--- src/rtl/pri_rv32_wb_stage.sv ---
// Write-back stage: merges ALU results and in-order load responses onto the single
// register-file write port, with an outstanding-load queue, an ALU skid entry and a busy scoreboard.
module pri_rv32_wb_stage #(
  parameter int unsigned DEPTH = 4
) (
  input  logic                     clk_i,
  input  logic                     rst_n,
  input  logic                     alu_valid_i,
  output logic                     alu_ready_o,
  input  logic [4:0]               alu_rd_i,
  input  logic [31:0]              alu_data_i,
  input  logic                     ld_valid_i,
  output logic                     ld_ready_o,
  input  logic [4:0]               ld_rd_i,
  input  logic [2:0]               ld_funct3_i,
  input  logic [1:0]               ld_offset_i,
  input  logic                     mem_rvalid_i,
  input  logic [31:0]              mem_rdata_i,
  output logic                     we_o,
  output logic [4:0]               waddr_o,
  output logic [31:0]              wdata_o,
  output logic [31:0]              busy_o,
  output logic [$clog2(DEPTH):0]   ld_count_o,
  output logic                     err_o
);

  localparam int unsigned AW = $clog2(DEPTH);
  localparam int unsigned CW = AW + 1;

  logic [4:0]       q_rd_q  [DEPTH];
  logic [4:0]       q_rd_d  [DEPTH];
  logic [2:0]       q_f3_q  [DEPTH];
  logic [2:0]       q_f3_d  [DEPTH];
  logic [1:0]       q_off_q [DEPTH];
  logic [1:0]       q_off_d [DEPTH];
  logic [DEPTH-1:0] q_v_q, q_v_d;
  logic [AW-1:0]    wr_ptr_q, wr_ptr_d;
  logic [AW-1:0]    rd_ptr_q, rd_ptr_d;
  logic [CW-1:0]    count_q, count_d;

  logic             skid_valid_q, skid_valid_d;
  logic [4:0]       skid_rd_q, skid_rd_d;
  logic [31:0]      skid_data_q, skid_data_d;

  logic             we_q, we_d;
  logic [4:0]       waddr_q, waddr_d;
  logic [31:0]      wdata_q, wdata_d;
  logic             err_q, err_d;

  logic             push, pop, alu_keep;
  logic [4:0]       head_rd;
  logic [2:0]       head_f3;
  logic [1:0]       head_off;
  logic [4:0]       shamt;
  logic [31:0]      shifted;
  logic [31:0]      ld_data;
  logic [31:0]      busy_acc;

  assign alu_ready_o = !skid_valid_q;
  assign ld_ready_o  = (count_q != CW'(DEPTH));
  assign ld_count_o  = count_q;
  assign we_o        = we_q;
  assign waddr_o     = waddr_q;
  assign wdata_o     = wdata_q;
  assign err_o       = err_q;

  assign push     = ld_valid_i && ld_ready_o;
  assign pop      = mem_rvalid_i && (count_q != '0);
  assign alu_keep = alu_valid_i && alu_ready_o && (alu_rd_i != '0);

  assign head_rd  = q_rd_q[rd_ptr_q];
  assign head_f3  = q_f3_q[rd_ptr_q];
  assign head_off = q_off_q[rd_ptr_q];

  always_comb begin
    shamt = '0;
    case (head_f3)
      3'b000, 3'b100: shamt = {head_off, 3'b000};
      3'b001, 3'b101: shamt = {head_off[1], 1'b0, 3'b000};
      default:        shamt = '0;
    endcase
    shifted = mem_rdata_i >> shamt;
    case (head_f3)
      3'b000:  ld_data = {{24{shifted[7]}}, shifted[7:0]};
      3'b001:  ld_data = {{16{shifted[15]}}, shifted[15:0]};
      3'b100:  ld_data = {24'd0, shifted[7:0]};
      3'b101:  ld_data = {16'd0, shifted[15:0]};
      default: ld_data = shifted;
    endcase
  end

  always_comb begin
    busy_acc = '0;
    for (int unsigned i = 0; i < DEPTH; i++) begin
      if (q_v_q[i]) busy_acc = busy_acc | (32'd1 << q_rd_q[i]);
    end
    busy_o = {busy_acc[31:1], 1'b0};
  end

  // Push and pop never target the same slot: pop needs a non-empty queue, push a non-full one.
  always_comb begin
    q_rd_d   = q_rd_q;
    q_f3_d   = q_f3_q;
    q_off_d  = q_off_q;
    q_v_d    = q_v_q;
    wr_ptr_d = wr_ptr_q;
    rd_ptr_d = rd_ptr_q;
    count_d  = count_q;
    if (pop) begin
      q_v_d[rd_ptr_q] = 1'b0;
      rd_ptr_d        = rd_ptr_q + AW'(1);
    end
    if (push) begin
      q_rd_d[wr_ptr_q]  = ld_rd_i;
      q_f3_d[wr_ptr_q]  = ld_funct3_i;
      q_off_d[wr_ptr_q] = ld_offset_i;
      q_v_d[wr_ptr_q]   = 1'b1;
      wr_ptr_d          = wr_ptr_q + AW'(1);
    end
    case ({push, pop})
      2'b10:   count_d = count_q + CW'(1);
      2'b01:   count_d = count_q - CW'(1);
      default: count_d = count_q;
    endcase
  end

  // Load response beats skid, skid beats a fresh ALU result; a displaced ALU result parks in skid.
  always_comb begin
    we_d         = 1'b0;
    waddr_d      = waddr_q;
    wdata_d      = wdata_q;
    skid_valid_d = skid_valid_q;
    skid_rd_d    = skid_rd_q;
    skid_data_d  = skid_data_q;
    err_d        = err_q || (mem_rvalid_i && (count_q == '0));
    if (pop) begin
      if (head_rd != '0) begin
        we_d    = 1'b1;
        waddr_d = head_rd;
        wdata_d = ld_data;
      end
      if (alu_keep) begin
        skid_valid_d = 1'b1;
        skid_rd_d    = alu_rd_i;
        skid_data_d  = alu_data_i;
      end
    end else if (skid_valid_q) begin
      we_d         = 1'b1;
      waddr_d      = skid_rd_q;
      wdata_d      = skid_data_q;
      skid_valid_d = 1'b0;
    end else if (alu_keep) begin
      we_d    = 1'b1;
      waddr_d = alu_rd_i;
      wdata_d = alu_data_i;
    end
  end

  always_ff @(posedge clk_i) begin
    if (!rst_n) begin
      q_v_q        <= '0;
      wr_ptr_q     <= '0;
      rd_ptr_q     <= '0;
      count_q      <= '0;
      skid_valid_q <= 1'b0;
      skid_rd_q    <= '0;
      skid_data_q  <= '0;
      we_q         <= 1'b0;
      waddr_q      <= '0;
      wdata_q      <= '0;
      err_q        <= 1'b0;
    end else begin
      q_v_q        <= q_v_d;
      wr_ptr_q     <= wr_ptr_d;
      rd_ptr_q     <= rd_ptr_d;
      count_q      <= count_d;
      skid_valid_q <= skid_valid_d;
      skid_rd_q    <= skid_rd_d;
      skid_data_q  <= skid_data_d;
      we_q         <= we_d;
      waddr_q      <= waddr_d;
      wdata_q      <= wdata_d;
      err_q        <= err_d;
    end
  end

  always_ff @(posedge clk_i) begin
    q_rd_q  <= q_rd_d;
    q_f3_q  <= q_f3_d;
    q_off_q <= q_off_d;
  end

endmodule

--- config.mk ---
export PLATFORM = sky130hd
export DESIGN_NAME = pri_rv32_wb_stage
export DESIGN_NICKNAME = d
export VERILOG_FILES = /design/src/rtl/pri_rv32_wb_stage.sv
export SDC_FILE = /design/constraint.sdc
export NUM_CORES = 1
export LEC_CHECK = 0
export BUFFER_PORTS_ARGS = -buffer_cell sky130_fd_sc_hd__clkbuf_2
export CAP_MARGIN = 30
export CORE_ASPECT_RATIO = 0.6
export CORE_MARGIN = 1.5
export CORE_UTILIZATION = 59
export DETAILED_ROUTE_END_ITERATION = 8
export MAX_ROUTING_LAYER = met4
export PLACE_DENSITY = 0.87
export SYNTH_ARGS = -nofsm -noshare
export SYNTH_HDL_FRONTEND = slang
export SYNTH_SLANG_ARGS = --single-unit
export TNS_END_PERCENT = 10
--- constraint.sdc ---
create_clock -name clk_i -period 6.36 [get_ports clk_i]
set_input_delay 1.272 -clock clk_i [delete_from_list [all_inputs] [get_ports clk_i]]
set_output_delay 1.272 -clock clk_i [all_outputs]
set_load 0.005 [all_outputs]
==> flow_summary.json, run 1 <==
{
  "status": "finished, final reports clean",
  "use_met2": 0.489,
  "drive_gt1_frac": 0.259,
  "synthTopCellsByArea": "dfxtp_1 25%, edfxtp_1 17%, nand2_1 6.7%",
  "cts_setup_buffers": 0,
  "holdWs_ns": 0.456,
  "clock-sinks": 128,
  "min_period_ns": 3.85,
  "grtUsageTotal": 0.384,
  "grt-busiest-layer": "met1",
  "dp_hpwl_um": 16000,
  "clock_path_buffers": 2,
  "cp-startpoint": "alu_rd_i[0]",
  "seq_area_um2": 2960,
  "syn_area_per_cell_um2": 9.04,
  "diodes": 0,
  "synth_top_area_frac": 0.252,
  "power.density_nw_per_um2": 392,
  "worstPathRequired_ns": 6.71,
  "viasPerCell": 6.79,
  "die_h_um": 87.3,
  "start_util": 0.612,
  "start_kind": "input pin",
  "slew_viol_final": 0,
  "synthFlopType": "dfxtp_1",
  "peakVddDrop_mv": 0.293,
  "antenna_found_initial": 0,
  "hold_start": "skid_data_q[15]",
  "wl_um": 23300,
  "fin_crit_sh": 0.606,
  "syn_inst": 773,
  "coreArea_um2": 11400,
  "rows": 30,
  "met1_usage": 0.565,
  "yosysWarnings": 0,
  "async_flop_share": 0,
  "worstMarginPinSlew_ns": 1.10,
  "ys_ff_latch": 128,
  "arrival_ns": 4.20,
  "via_count": 7276,
  "ioPinCount": 160,
  "fmax_mhz": 260,
  "first_iter_violations": 1167,
  "grt_setup_unrepaired": "false",
  "nFillCells": 809,
  "critPathMaxFanout": 23,
  "synth-edff-count": 40,
  "design_power_total_mw": 3.31,
  "slew_headroom": 0.259,
  "grt_pass1_wl_um": 35100,
  "synth.distinct_cells": 58,
  "drc": 0,
  "root_buffer": "clkbuf_16",
  "yosysTopAreaCell": "dfxtp_1",
  "crit_type": "input pin to flop",
  "post-route-util": 0.739,
  "cap_violations": 0,
  "grt_pass1_vias": 6367,
  "met3_usage": 0.134,
  "cts_tree": "done",
  "synthesis.nets": 867,
  "synth_seq_area_share": 0.424,
  "end_kind": "flop",
  "p_leak_nw": 3.33,
  "grt_overflow_total": 0,
  "cts_resized": 0,
  "holdBufCountCts": 0,
  "hold_path.class": "flop to flop",
  "finalSetupViolations": 0,
  "die_w_um": 143,
  "cts_buffers": 17,
  "ant_nets": 0,
  "dieArea_um2": 12500,
  "cts-htree-levels": 4,
  "portBuffers": 158,
  "clk_latency_ns": 0.42,
  "post_drt_wl_per_cell_um": 21.8,
  "path_clk_slew_ns": 0.06,
  "dp_slack_ns": 2.24,
  "synthToLayoutAreaGrowth_pct": 20.8,
  "grt_max_degree": 42,
  "tns_ns": 0,
  "post-route-worst-setup-slack_ns": 2.51,
  "nets": 992,
  "r2r_start": "rd_ptr_q[0]",
  "hold_viol_final": 0,
  "clock_skew_ns": 0.00936,
  "multi_input_area_um2": 3750,
  "syn-cell-area_um2": 6980,
  "routabilityCongestion": 1.11,
  "first_pass_iters": 7
}
## final timing paths
kind                     endpoint  slack, ns  cells past startpoint
setup / recovery  skid_data_q[17]       2.51                      8
hold / removal    skid_data_q[15]       0.46                      2
setup reg to reg      wdata_o[19]       2.54                      5
hold reg to reg   skid_data_q[15]       0.46                      2
## layout make-up
type	count	share of cell area
repair buffers	164	0.101
clock inverters	14	0.0212
well taps	160	0.0237
flip-flops and latches	128	0.351
inverters	16	0.00712
multi-input cells	571	0.445
clock buffers	18	0.0513
## cells by family (layout without fill, tap and decap cells)
logic type | after synthesis | count (layout) | synth area share
AOI/OAI and AO/OA | 220 | 220 | 0.232
xor gates and xnor gates | 4 | 4 | 0.00502
adders and majority gates | 10 | 10 | 0.0190
buffers and inverters | 74 | 212 | 0.0434
DFF | 128 | 128 | 0.424
muxes | 41 | 41 | 0.0749
other | 1 | 1 | 0.000537
and+or+nand+nor | 295 | 295 | 0.201
## per-layer routing
metal	vias to the layer above	share of wire
li1	3153	-
met2	609	0.40
met4	0	0.022
met1	3440	0.43
met5	-	0
met3	74	0.15
## power breakdown
part,internal (mW),total [mW],switching (mW)
clock network,0.628,1.01,0.387
logic,0.435,1.11,0.675
registers,1.01,1.18,0.173
total,2.07,3.31,1.24
## critical path: stages
cell	delay [ns]
clkbuf_2	0.09
or4_1	0.60
o21ai_0	0.68
nor2_1	0.31
nand2_1	0.55
buf_4	0.39
nand2_1	0.12
a21oi_1	0.17
## cells in the final DEF, fill, tap and decap left out, types with 4 or more instances in the layout
| cell | n |
|---|---|
| edfxtp_1 | 40 |
| a2bb2oi_1 | 17 |
| or3_1 | 4 |
| and3b_1 | 8 |
| a221oi_1 | 7 |
| and3_1 | 8 |
| clkbuf_2 | 158 |
| or2_2 | 4 |
| clkbuf_16 | 17 |
| a22oi_1 | 9 |
| o32ai_1 | 13 |
| mux2i_1 | 32 |
| inv_1 | 15 |
| o221ai_1 | 35 |
| or3b_2 | 9 |
| nand3_1 | 9 |
| o22ai_1 | 6 |
| nand2_1 | 124 |
| buf_4 | 5 |
| nor3_1 | 10 |
| nor2_1 | 82 |
| a21oi_1 | 80 |
| nor3b_1 | 10 |
| o21ai_0 | 8 |
| a221o_1 | 16 |
| o211ai_1 | 5 |
| a21oi_2 | 10 |
| mux4_2 | 9 |
| ha_1 | 9 |
| dfxtp_1 | 87 |
| nand3b_1 | 11 |
## cells in the mapped netlist (11+ instances only)
library cell	count
a21oi_1	80
a221o_1	16
a2bb2oi_1	17
clkbuf_1	50
dfxtp_1	88
edfxtp_1	40
inv_1	15
mux2i_1	32
nand2_1	124
nand3b_1	11
nor2_1	82
nor3_1	11
o221ai_1	35
o32ai_1	13
## state kept, by name (all words and copies together), names as in the netlist, 2 cells and up
register / flops
skid_rd_q: 5
rd_ptr_q: 2
skid_data_q: 32
wdata_o: 32
q_off_q: 8
q_v_q: 4
waddr_o: 5
ld_count_o: 3
q_f3_q: 12
wr_ptr_q: 2
q_rd_q: 20
## through the flow
step                      area [µm²]  std cells
after floorplan                 6980        773
after global placement          7800       1038
after detailed placement        7820       1039
after CTS                       8440       1071
after global routing            8440       1071
final                           8440       1071
(Power assumes the default switching activity.)
==> run 2, diff against run 1 <==
Settings changed: CORE_UTILIZATION 59 to 49, PLACE_DENSITY 0.87 to 0.77.
Clock period 6.36 ns to 3.46 ns, I/O delays scaled along.
==> run 2 against run 1 <==
Utilization is 12 points lower. Sequential power is 81% higher. Count of clock-buffer cells in the layout is 3 higher. Critical endpoint is now wdata_o[16]. Cell area is 1.4% higher. Critical path type is now flop to flop. Hold slack worse by 0.0053 ns. Clock power is 69% higher. Via count is 2.7% lower. First-iteration DRC count is 26% lower. Global-route usage is 5.4 points lower.
==> flow_summary.json, run 2 (synthesis gave the netlist of run 1 again) <==
{
  "worstMarginPinSlew_ns": 0.933,
  "power.density_nw_per_um2": 699,
  "ioPinCount": 160,
  "clock-sinks": 128,
  "nets": 1007,
  "hold_viol_final": 0,
  "worstPathRequired_ns": 3.72,
  "via_count": 7080,
  "min_period_ns": 3.26,
  "critPathTopFamily": "simple AND/OR/NAND/NOR gates",
  "hold_end": "skid_data_q[3]",
  "cts_resized": 0,
  "path_clk_slew_ns": 0.06,
  "hold_path.class": "flop to flop",
  "crit_type": "flop to flop",
  "cts_buffers": 17,
  "cp_num_buf_inv": 0,
  "status": "finished, final reports clean",
  "first_iter_violations": 864,
  "first_pass_iters": 5,
  "slew_viol_final": 0,
  "finalSetupViolations": 0,
  "cts-htree-levels": 4,
  "layout_common_cells": "158 x clkbuf_2, 124 x nand2_1, 87 x dfxtp_1",
  "root_buffer": "clkbuf_16",
  "post_drt_wl_per_cell_um": 21.2,
  "nFillCells": 1184,
  "grtUsageTotal": 0.330,
  "routabilityCongestion": 1.06,
  "start_kind": "flop",
  "final_common_cell": "clkbuf_2",
  "rrSetupSlack_ns": 0.20,
  "grt_overflow_total": 0,
  "arrival_ns": 3.52,
  "slowest_stage": "nor3_4",
  "max_stage_delay_ns": 0.80,
  "dieArea_um2": 15000,
  "p_leak_nw": 3.39,
  "clock_path_buffers": 2,
  "antenna_found_initial": 0,
  "r2r_start": "rd_ptr_q[0]",
  "rows": 33,
  "critPathMaxFanout": 18,
  "die_h_um": 95.5,
  "viasPerCell": 6.33,
  "whs_path_depth": 2,
  "holdBufCountCts": 0,
  "grt_setup_unrepaired": "false",
  "grt_pass1_wl_um": 35900,
  "coreArea_um2": 13800,
  "reg2reg_depth": 5,
  "cap_violations": 0,
  "cts_tree": "done",
  "synthToLayoutAreaGrowth_pct": 22.4,
  "tns_ns": 0,
  "grt_max_degree": 39,
  "design_power_total_mw": 5.98,
  "clock_skew_ns": 0.0149,
  "fin_crit_sh": 0.941,
  "path_cells": "mux4_2 > nor4_1 > a2111oi_4 > nor3_4 > a21oi_1",
  "r2r-end": "wdata_o[16]",
  "dp_hpwl_um": 17100,
  "portBuffers": 158,
  "grt_pass1_vias": 6363,
  "start_util": 0.506,
  "die_w_um": 157,
  "fmax_mhz": 307,
  "drc": 0,
  "ant_nets": 0,
  "clk_latency_ns": 0.42,
  "peakVddDrop_mv": 0.371,
  "drive_gt1_frac": 0.270,
  "hold_start": "skid_data_q[3]",
  "end_kind": "flop",
  "cts_setup_buffers": 0,
  "wl_um": 23800,
  "slew_headroom": 0.376
}
run 2: metal layers:
layer  share of wire  up-vias  global-route usage
met5               0        -                   -
met4           0.021        0              0.0904
met3            0.13       52               0.100
met2            0.39      513               0.411
met1            0.46     3351               0.499
li1                -     3164                   -
run 2: power breakdown:
part | switching (mW) | internal (mW)
Sequential | 0.279 | 1.86
Combinational | 1.28 | 0.852
Clock | 0.690 | 1.02
run 2: through the flow:
step	cell area [µm²]	hold slack, ns	std cells	setup slack [ns]	utilization
after floorplan	6980	0.436	773	0.700	-
after CTS	8550	0.454	1118	0.226	0.620
after global routing	8550	0.468	1118	0.0320	0.620
after global placement	7980	0.442	1086	0.334	0.578
final	8550	0.451	1119	0.204	0.620
after detailed placement	7980	0.446	1086	0.219	0.578
run 2: final cells by class:
type | instances | area, µm² | area share
Clock buffer | 21 | 493 | 0.0577
Antenna cell | 1 | 2.50 | 0.000293
Multi-Input combinational cell | 571 | 3750 | 0.439
Sequential cell | 128 | 2960 | 0.347
Timing Repair Buffer | 179 | 961 | 0.112
Clock inverter | 11 | 78.8 | 0.00922
Tap cell | 192 | 240 | 0.0281
Inverter | 16 | 60.1 | 0.00702
run 2: tightest hold or removal path, cell delays in order (launching register included):
cell,delay (ns)
dfxtp_1,0.31
nand2_1,0.05
a21oi_1,0.05
run 2: how the worst max path moves through the flow:
stage                    endpoint  slack (ns)         start  depth (start not counted)
finish                wdata_o[16]        0.20   rd_ptr_q[0]                          5
global route          wdata_o[15]        0.03   rd_ptr_q[0]                          5
CTS                   wdata_o[18]        0.23   rd_ptr_q[0]                          5
detailed placement    wdata_o[18]        0.22   rd_ptr_q[0]                          5
global placement      wdata_o[16]        0.33   rd_ptr_q[0]                          5
floorplan           ld_count_o[2]        0.70  mem_rvalid_i                         10
==> run 3, diff against run 2 <==
Settings changed: CAP_MARGIN 30 to not set, CORE_UTILIZATION 49 to 47, PLACE_DENSITY 0.77 to 0.75.
==> run 3 against run 2 <==
Die area is 4.1% higher. Final cell count is 0.54% higher. Utilization is 2.9 points lower. Global-route usage is 2.6 points lower.
==> flow_summary.json, run 3 (synthesis gave the netlist of run 1 again) <==
{
  "post_drt_wl_per_cell_um": 20.4,
  "synthToLayoutAreaGrowth_pct": 22.7,
  "rrSetupSlack_ns": 0.53,
  "first_iter_violations": 1086,
  "dp_hpwl_um": 16400,
  "slew_headroom": 0.435,
  "worstMarginPinSlew_ns": 0.846,
  "first_pass_iters": 7,
  "via_count": 6962,
  "critPathMaxFanout": 21,
  "drc": 0,
  "hold_viol_final": 0,
  "fmax_mhz": 341,
  "reg2reg_depth": 6,
  "hold_path.class": "flop to flop",
  "dr_wl_met2_um": 8690,
  "drive_gt1_frac": 0.273,
  "nFillCells": 1240,
  "cts_buffers": 17,
  "diodes": 0,
  "rows": 34,
  "die_w_um": 160,
  "power.density_nw_per_um2": 699,
  "antenna_found_initial": 0,
  "path_clk_slew_ns": 0.06,
  "grt_setup_unrepaired": "false",
  "grt_overflow_total": 0,
  "wl_met3_um": 3020,
  "clock-sinks": 128,
  "p_leak_nw": 3.39,
  "cts-htree-levels": 4,
  "root_buffer": "clkbuf_16",
  "end_kind": "flop",
  "peakVddDrop_mv": 0.477,
  "min_period_ns": 2.93,
  "layout_common_cells": "159 x clkbuf_2, 124 x nand2_1, 86 x dfxtp_1",
  "grt_pass1_vias": 6331,
  "crit_type": "flop to flop",
  "wl_um": 23000,
  "r2r_start": "rd_ptr_q[1]",
  "ioPinCount": 160,
  "wl_met1_um": 10900,
  "nets": 1008,
  "grtUsageTotal": 0.304,
  "post-route-util": 0.591,
  "grt_max_degree": 41,
  "cts_tree": "done",
  "clock_skew_ns": 0.00802,
  "slew_viol_final": 0,
  "finalSetupViolations": 0,
  "worstPathRequired_ns": 3.77,
  "start_kind": "flop",
  "viasPerCell": 6.19,
  "arrival_ns": 3.23,
  "r2r-end": "wdata_o[23]",
  "start_util": 0.481,
  "routabilityCongestion": 1.01,
  "cap_violations": 0,
  "portBuffers": 158,
  "ant_nets": 0,
  "status": "finished, final reports clean",
  "die_h_um": 97.4,
  "coreArea_um2": 14500,
  "holdBufCountCts": 0,
  "fin_crit_sh": 0.846,
  "cp-endpoint": "wdata_o[23]",
  "clock_path_buffers": 2,
  "dieArea_um2": 15600,
  "final_common_cell": "clkbuf_2",
  "clk_latency_ns": 0.42,
  "top_layer_used": "met4",
  "cp-startpoint": "rd_ptr_q[1]",
  "tns_ns": 0,
  "grt_pass1_wl_um": 35700
}
## run 3: per-layer routing
metal  GRT usage  vias up
li1            -     3172
met3       0.105       46
met2       0.370      432
met5           -        -
met1       0.461     3312
met4      0.0855        0
## run 3: power breakdown
group	switching (mW)	total (mW)	leakage (nW)	internal (mW)
Sequential	0.264	2.12	1.09	1.86
Combinational	1.27	2.13	2.01	0.858
Clock	0.683	1.74	0.289	1.05
## run 3: what timing repair did
item,CTS,global route
endpoints found under the hold margin,0,0
endpoints found under the setup margin,0,14
setup buffers,0,1
gates resized for setup,0,1
## run 3: layout make-up
class	instances	area, µm²	share of cell area
multi-input combinational	571	3750	0.438
inverter	16	60.1	0.00701
timing repair buffer	180	968	0.113
clock buffer	20	469	0.0548
sequential	128	2970	0.346
clock inverter	12	105	0.0123
tap	198	248	0.0289
## run 3: worst min path at each step
| stage | from | cells past startpoint | to | slack, ns |
|---|---|---|---|---|
| 5_1_grt | skid_data_q[5] | 2 | skid_data_q[5] | 0.46 |
| 4_1_cts | skid_rd_q[3] | 2 | skid_rd_q[3] | 0.45 |
| 3_3_place_gp | skid_rd_q[3] | 2 | skid_rd_q[3] | 0.44 |
| 2_1_floorplan | skid_data_q[0] | 2 | skid_data_q[0] | 0.44 |
| 3_5_place_dp | skid_rd_q[3] | 2 | skid_rd_q[3] | 0.45 |
| 6_report | skid_data_q[0] | 2 | skid_data_q[0] | 0.45 |
## run 3: stage by stage
step	hold WS [ns]	setup slack [ns]	power [mW]	cell area (µm²)	std cells
after floorplan	0.436	0.700	3.46	6980	773
after global placement	0.442	0.254	4.15	7970	1092
after detailed placement	0.447	0.176	4.19	7970	1092
after CTS	0.455	0.156	5.92	8550	1124
after global routing	0.465	0.304	6.29	8570	1125
final	0.454	0.532	5.99	8570	1125
## run 3: worst max-delay path, stage by stage (launching register included)
cell and delay, ns:
dfxtp_1 0.76, mux4_2 0.44, nor4_1 0.63, a32oi_4 0.33, buf_4 0.35, o221ai_1 0.25, a21oi_2 0.05
